`src/rtl/spi_master_if.sv`:
```
// rtl/spi_master_if.sv - parallel byte handshake between a requester and spi_master
interface spi_master_if;
  logic       start;
  logic [7:0] tx_data;
  logic       tx_last;
  logic       busy;
  logic       done;
  logic [7:0] rx_data;

  modport master (output start, tx_data, tx_last, input busy, done, rx_data);
  modport slave  (input start, tx_data, tx_last, output busy, done, rx_data);
endinterface

```
`src/rtl/spi_master.sv`:
```
// rtl/spi_master.sv - mode 0 SPI byte master with SSEL held across bursts
// Optional: SPI_MASTER_LOOPBACK_EN feeds the registered MOSI back into the rx shifter.
module spi_master #(
  parameter int CLK_DIV = 8
) (
  input  logic         clk,
  input  logic         rst_n,
  spi_master_if.slave  bus,
  output logic         SCK,
  output logic         MOSI,
  input  logic         MISO,
  output logic         SSEL
);
  localparam logic [2:0] S_IDLE     = 3'd0;
  localparam logic [2:0] S_SETUP    = 3'd1;
  localparam logic [2:0] S_SHIFT_HI = 3'd2;
  localparam logic [2:0] S_SHIFT_LO = 3'd3;
  localparam logic [2:0] S_HOLD     = 3'd4;
  localparam logic [2:0] S_WAIT     = 3'd5;
  localparam logic [2:0] S_GAP      = 3'd6;
  localparam logic [7:0] PHASE_MAX  = 8'(CLK_DIV - 1);

  logic [2:0] state_q, state_d;
  logic [7:0] phase_q, phase_d;
  logic [2:0] bit_q, bit_d;
  logic [7:0] tx_sr_q, tx_sr_d;
  logic [7:0] rx_sr_q, rx_sr_d;
  logic [7:0] rx_data_q, rx_data_d;
  logic       last_q, last_d;
  logic       sck_q, sck_d;
  logic       mosi_q, mosi_d;
  logic       ssel_q, ssel_d;
  logic       done_q, done_d;
  logic       miso_s1_q, miso_s2_q;
  logic       rx_bit;
  logic       accept;

`ifdef SPI_MASTER_LOOPBACK_EN
  assign rx_bit = mosi_q;
`else
  assign rx_bit = miso_s2_q;
`endif

  // A start coinciding with done belongs to the byte still finishing, so it is dropped.
  assign accept = bus.start && (state_q == S_IDLE || state_q == S_WAIT) && !done_q;

  always_comb begin
    state_d   = state_q;
    phase_d   = phase_q;
    bit_d     = bit_q;
    tx_sr_d   = tx_sr_q;
    rx_sr_d   = rx_sr_q;
    rx_data_d = rx_data_q;
    last_d    = last_q;
    sck_d     = sck_q;
    mosi_d    = mosi_q;
    ssel_d    = ssel_q;
    done_d    = 1'b0;
    case (state_q)
      S_IDLE, S_WAIT: begin
        if (accept) begin
          tx_sr_d = bus.tx_data;
          last_d  = bus.tx_last;
          ssel_d  = 1'b0;
          mosi_d  = bus.tx_data[7];
          phase_d = PHASE_MAX;
          bit_d   = 3'd0;
          state_d = S_SETUP;
        end
      end
      S_SETUP: begin
        if (phase_q == 8'd0) begin
          state_d = S_SHIFT_HI;
          sck_d   = 1'b1;
          phase_d = PHASE_MAX;
        end else begin
          phase_d = phase_q - 8'd1;
        end
      end
      S_SHIFT_HI: begin
        if (phase_q == PHASE_MAX) rx_sr_d = {rx_sr_q[6:0], rx_bit};
        if (phase_q == 8'd0) begin
          state_d = S_SHIFT_LO;
          sck_d   = 1'b0;
          phase_d = PHASE_MAX;
          if (bit_q != 3'd7) begin
            tx_sr_d = {tx_sr_q[6:0], 1'b0};
            mosi_d  = tx_sr_q[6];
          end
        end else begin
          phase_d = phase_q - 8'd1;
        end
      end
      S_SHIFT_LO: begin
        if (phase_q == 8'd0) begin
          phase_d = PHASE_MAX;
          if (bit_q == 3'd7) begin
            state_d = S_HOLD;
            bit_d   = 3'd0;
          end else begin
            state_d = S_SHIFT_HI;
            sck_d   = 1'b1;
            bit_d   = bit_q + 3'd1;
          end
        end else begin
          phase_d = phase_q - 8'd1;
        end
      end
      S_HOLD: begin
        if (phase_q == 8'd0) begin
          done_d    = 1'b1;
          rx_data_d = rx_sr_q;
          phase_d   = PHASE_MAX;
          if (last_q) begin
            ssel_d  = 1'b1;
            state_d = S_GAP;
          end else begin
            state_d = S_WAIT;
          end
        end else begin
          phase_d = phase_q - 8'd1;
        end
      end
      S_GAP: begin
        if (phase_q == 8'd0) state_d = S_IDLE;
        else                 phase_d = phase_q - 8'd1;
      end
      default: state_d = S_IDLE;
    endcase
  end

  always_ff @(posedge clk or negedge rst_n) begin
    if (!rst_n) begin
      state_q   <= S_IDLE;
      phase_q   <= 8'd0;
      bit_q     <= 3'd0;
      tx_sr_q   <= 8'd0;
      rx_sr_q   <= 8'd0;
      rx_data_q <= 8'd0;
      last_q    <= 1'b0;
      sck_q     <= 1'b0;
      mosi_q    <= 1'b0;
      ssel_q    <= 1'b1;
      done_q    <= 1'b0;
      miso_s1_q <= 1'b0;
      miso_s2_q <= 1'b0;
    end else begin
      state_q   <= state_d;
      phase_q   <= phase_d;
      bit_q     <= bit_d;
      tx_sr_q   <= tx_sr_d;
      rx_sr_q   <= rx_sr_d;
      rx_data_q <= rx_data_d;
      last_q    <= last_d;
      sck_q     <= sck_d;
      mosi_q    <= mosi_d;
      ssel_q    <= ssel_d;
      done_q    <= done_d;
      miso_s1_q <= MISO;
      miso_s2_q <= miso_s1_q;
    end
  end

  assign SCK         = sck_q;
  assign MOSI        = mosi_q;
  assign SSEL        = ssel_q;
  assign bus.done    = done_q;
  assign bus.rx_data = rx_data_q;
  assign bus.busy    = !(state_q == S_IDLE || state_q == S_WAIT);
endmodule

```
`src/flat_wrapper.sv`:
```
// flat-port wrapper written by rule: the top's interface ports become plain ports
module spi_master_flat 
#(
  parameter int CLK_DIV = 8
)
  (clk, rst_n, SCK, MOSI, MISO, SSEL, bus_start, bus_tx_data, bus_tx_last, bus_busy, bus_done, bus_rx_data);
  spi_master_if bus_i ();
  input  logic clk;
  input  logic rst_n;
  output logic SCK;
  output logic MOSI;
  input  logic MISO;
  output logic SSEL;
  input wire logic [$bits(bus_i.start)-1:0] bus_start;
  input wire logic [$bits(bus_i.tx_data)-1:0] bus_tx_data;
  input wire logic [$bits(bus_i.tx_last)-1:0] bus_tx_last;
  output wire logic [$bits(bus_i.busy)-1:0] bus_busy;
  output wire logic [$bits(bus_i.done)-1:0] bus_done;
  output wire logic [$bits(bus_i.rx_data)-1:0] bus_rx_data;
  assign bus_i.start = bus_start;
  assign bus_i.tx_data = bus_tx_data;
  assign bus_i.tx_last = bus_tx_last;
  assign bus_busy = bus_i.busy;
  assign bus_done = bus_i.done;
  assign bus_rx_data = bus_i.rx_data;
  spi_master #(.CLK_DIV(CLK_DIV)) u_core (.clk(clk), .rst_n(rst_n), .bus(bus_i), .SCK(SCK), .MOSI(MOSI), .MISO(MISO), .SSEL(SSEL));
endmodule
```
`config.mk`:
```
export PLATFORM = sky130hd
export DESIGN_NAME = spi_master_flat
export DESIGN_NICKNAME = d
export VERILOG_FILES = /design/src/rtl/spi_master_if.sv /design/src/rtl/spi_master.sv /design/src/flat_wrapper.sv
export SDC_FILE = /design/constraint.sdc
export NUM_CORES = 1
export LEC_CHECK = 0
export CAP_MARGIN = 20
export CORE_MARGIN = 2
export CORE_UTILIZATION = 45
export CTS_CLUSTER_SIZE = 20
export DETAILED_ROUTE_END_ITERATION = 10
export GPL_TIMING_DRIVEN = 0
export PLACE_DENSITY = 0.7
export SLEW_MARGIN = 20
export SYNTH_ARGS = -nofsm -noshare
export SYNTH_HDL_FRONTEND = slang
export SYNTH_SLANG_ARGS = --single-unit
export TNS_END_PERCENT = 30
```
`constraint.sdc`:
```
create_clock -name clk -period 3.35 [get_ports clk]
set_input_delay 0.67 -clock clk [delete_from_list [all_inputs] [get_ports clk]]
set_output_delay 0.67 -clock clk [all_outputs]
set_load 0.005 [all_outputs]
```
==> results.cfg <==
[critical_path]
r2r_cells = 8
cp_cell_sequence = clkdlybuf4s50_1 -> nor2b_1 -> nor3_1 -> a211oi_1 -> o21ai_0 -> a22o_1
r2r_slack_ns = 0.87
rr_endpoint = u_core.phase_q[5]
path_class = in2reg
cp.required_ns = 3.53
crit_arrival_ns = 2.85
r2r-start = u_core.phase_q[0]
max_stage_delay_ns = 0.81
critical-path-slowest-cell = a211oi_1
start_kind = input port
cp_max_fo = 8
cp-end-kind = flop

[floorplanning]
core_area_um2 = 4660
die_height_um = 73.2
design.portCount = 26
fp-row-count = 25
die_w_um = 73.2
die_area_um2 = 5360
initial_core_util_pct = 46.3

[clock_tree]
clk_path_buf_depth = 2
numCtsBuffers = 5
cts_sinks = 44
cts_setup_buffers = 0
cts-htree-levels = 2
clk_pin_slew_ns = 0.08
hold_buffers = 0
clk_latency_ns = 0.29
cts-resized-gates = 0
root_buffer = clkbuf_8
cts_tree = done

[placed_design]
dp_hpwl_um = 2800
placed_cells = 281
postPlaceCellArea_um2 = 2490
port_buffers = 25
place_congestion = 0.813

[synthesis]
yosys_warnings = 0
synth_area_leader_cell = dfrtp_1
yosysSeqAreaShare_pct = 51.1
netlist-cell-type-count = 41
syn_nets = 218
synth_area_per_cell_um2 = 10.7
syn-cell-area_um2 = 2160
yosys_register_bits = 44
netlist_instances = 201
yosys.area.top_type_share_pct = 49.9
netlist_top_cells_area = dfrtp_1 50%, mux2_2 8.9%, a21oi_1 3.5%

[global_route]
antenna_found_initial = 0
met1_usage_pct = 22.7
grt.busiest_layer = met2
grt_pass1_vias = 1472
grt_util_met3_pct = 4.42
grt.met2_usage_pct = 25.2
grt_usage_pct = 16.4
grt_max_degree = 33
grt-ovfl-total = 0
grt_pass1_wl_um = 6810

[routing]
totalWireLength_um = 4000
drt_first_pass_iters = 4
avgRoutedWirePerCell_um = 13.9
drt-initial-drc-count = 117
antenna_left = 0
vias = 1568
route.detailed.drc = 0
via_per_inst = 5.44

[timing]
max_freq_mhz = 375
period_share_pct = 79.5
final_hold_viol_count = 0
tightest_slew_ns = 0.962
finalCriticalPeriod_ns = 2.66
slew_headroom_pct = 35.5
rsz0062_at_grt = no
holdWs_ns = 0.264
setup_viol = 0
tns_ns = 0
clock_skew_ns = 0.00312
maxSlewViolCount = 0

[final_layout]
postLayoutCoreUtil_pct = 55.1
drive_above_1_share_pct = 16.7
layout_common_cells = 43 x dfrtp_1, 24 x clkdlybuf4s50_1, 19 x nor2_1, 17 x mux2_2, 16 x nand2_1
final_area_um2 = 2570
fin_cells = 288
diodes = 0
layout_commonest_cell = dfrtp_1
nNetsFinal = 251
syn_to_final_growth_pct = 19.2

[power_and_ir_drop]
irDropWorstVdd_mv = 0.336
powerDensity_nw_per_um2 = 660
leakage_uw = 0.00119

[outcome]
status = completed

[worst_hold_path]
holdCritPathClass = in2async

[run]
cap_viol_max_count = 0
==> state kept, by name, indices dropped and copies added, names as in the netlist <==
name                cells
u_core.MOSI             1
u_core.SCK              1
u_core.SSEL             1
u_core.bit_q            3
u_core.bus.done         1
u_core.bus.rx_data      8
u_core.last_q           1
u_core.miso_s1_q        1
u_core.miso_s2_q        1
u_core.phase_q          8
u_core.rx_sr_q          8
u_core.state_q          3
u_core.tx_sr_q          7
==> metrics by stage <==
stage	power, uW	setup slack (ns)
2_1_floorplan	1230	1.30
3_3_place_gp	1380	0.381
3_5_place_dp	1390	0.386
4_1_cts	1720	0.712
5_1_grt	1830	0.535
6_report	1690	0.686
==> cell type report <==
type                            count  area, um^2
Buffer                             10        52.6
Clock buffer                        5        68.8
Clock inverter                      2        12.5
Fill cell                         418        2090
Inverter                            8        30.0
Multi-Input combinational cell    139         971
Sequential cell                    44        1100
Tap cell                           54        67.6
Timing Repair Buffer               26         265
==> logic make-up after synthesis <==
family,after synthesis,synth area share (%)
AO/OA/AOI/OAI,42,12.3
adder cells (fa/ha/maj),4,2.32
buffers and inverters,18,3.83
flip-flops,44,51.1
multiplexers,24,12.1
AND/OR/NAND/NOR,69,18.3
==> cells in the mapped netlist <==
cell and number:
a211o_1 1, a211oi_1 1, a21o_1 5, a21oi_1 15
a221oi_1 1, a22o_1 1, a2bb2oi_2 1, a31oi_1 2
and3_1 2, buf_1 1, buf_2 3, buf_4 1
buf_6 1, clkbuf_1 4, dfrtp_1 43, dfstp_2 1
ha_1 4, inv_1 8, mux2_2 17, mux2i_1 7
nand2_1 16, nand2b_1 3, nand3_1 7, nand4_1 1
nor2_1 19, nor2b_1 2, nor3_1 5, nor3_4 1
nor4_1 1, nor4_2 1, nor4_4 3, nor4b_1 1
o21a_1 3, o21ai_0 7, o21ai_1 1, o22a_1 1
o22ai_1 2, o31ai_1 1, or2_2 1, or3_1 5
or4_1 1
==> layer usage <==
| metal | vias up | wire length, um |
|---|---|---|
| met3 | 5 | 168 |
| met4 | 0 | 36 |
| met2 | 32 | 1830 |
| li1 | 778 | - |
| met1 | 753 | 1960 |
| met5 | - | 0 |
==> critical path: cells and delay by family <==
kind | cells | cell delay (ns)
compound gates | 3 | 1.28
simple gates | 2 | 0.42
buf+inv | 1 | 0.47
==> worst max path at each step <==
stage                                  from                    end  slack, ns  depth (start not counted)
after floorplan           u_core.phase_q[5]      u_core.state_q[0]       1.30                          6
after global placement                rst_n  u_core.bus.rx_data[4]       0.38                          1
after detailed placement          bus_start      u_core.phase_q[5]       0.39                          6
after CTS                         bus_start      u_core.phase_q[5]       0.71                          6
after global routing              bus_start      u_core.phase_q[5]       0.53                          6
final                             bus_start      u_core.phase_q[5]       0.69                          6
==> power breakdown <==
group / total, uW / internal [uW] / switching (uW)
sequential: 733 / 654 / 78.7
combinational: 645 / 278 / 366
clock: 317 / 141 / 176
(Power assumes the default switching activity.)
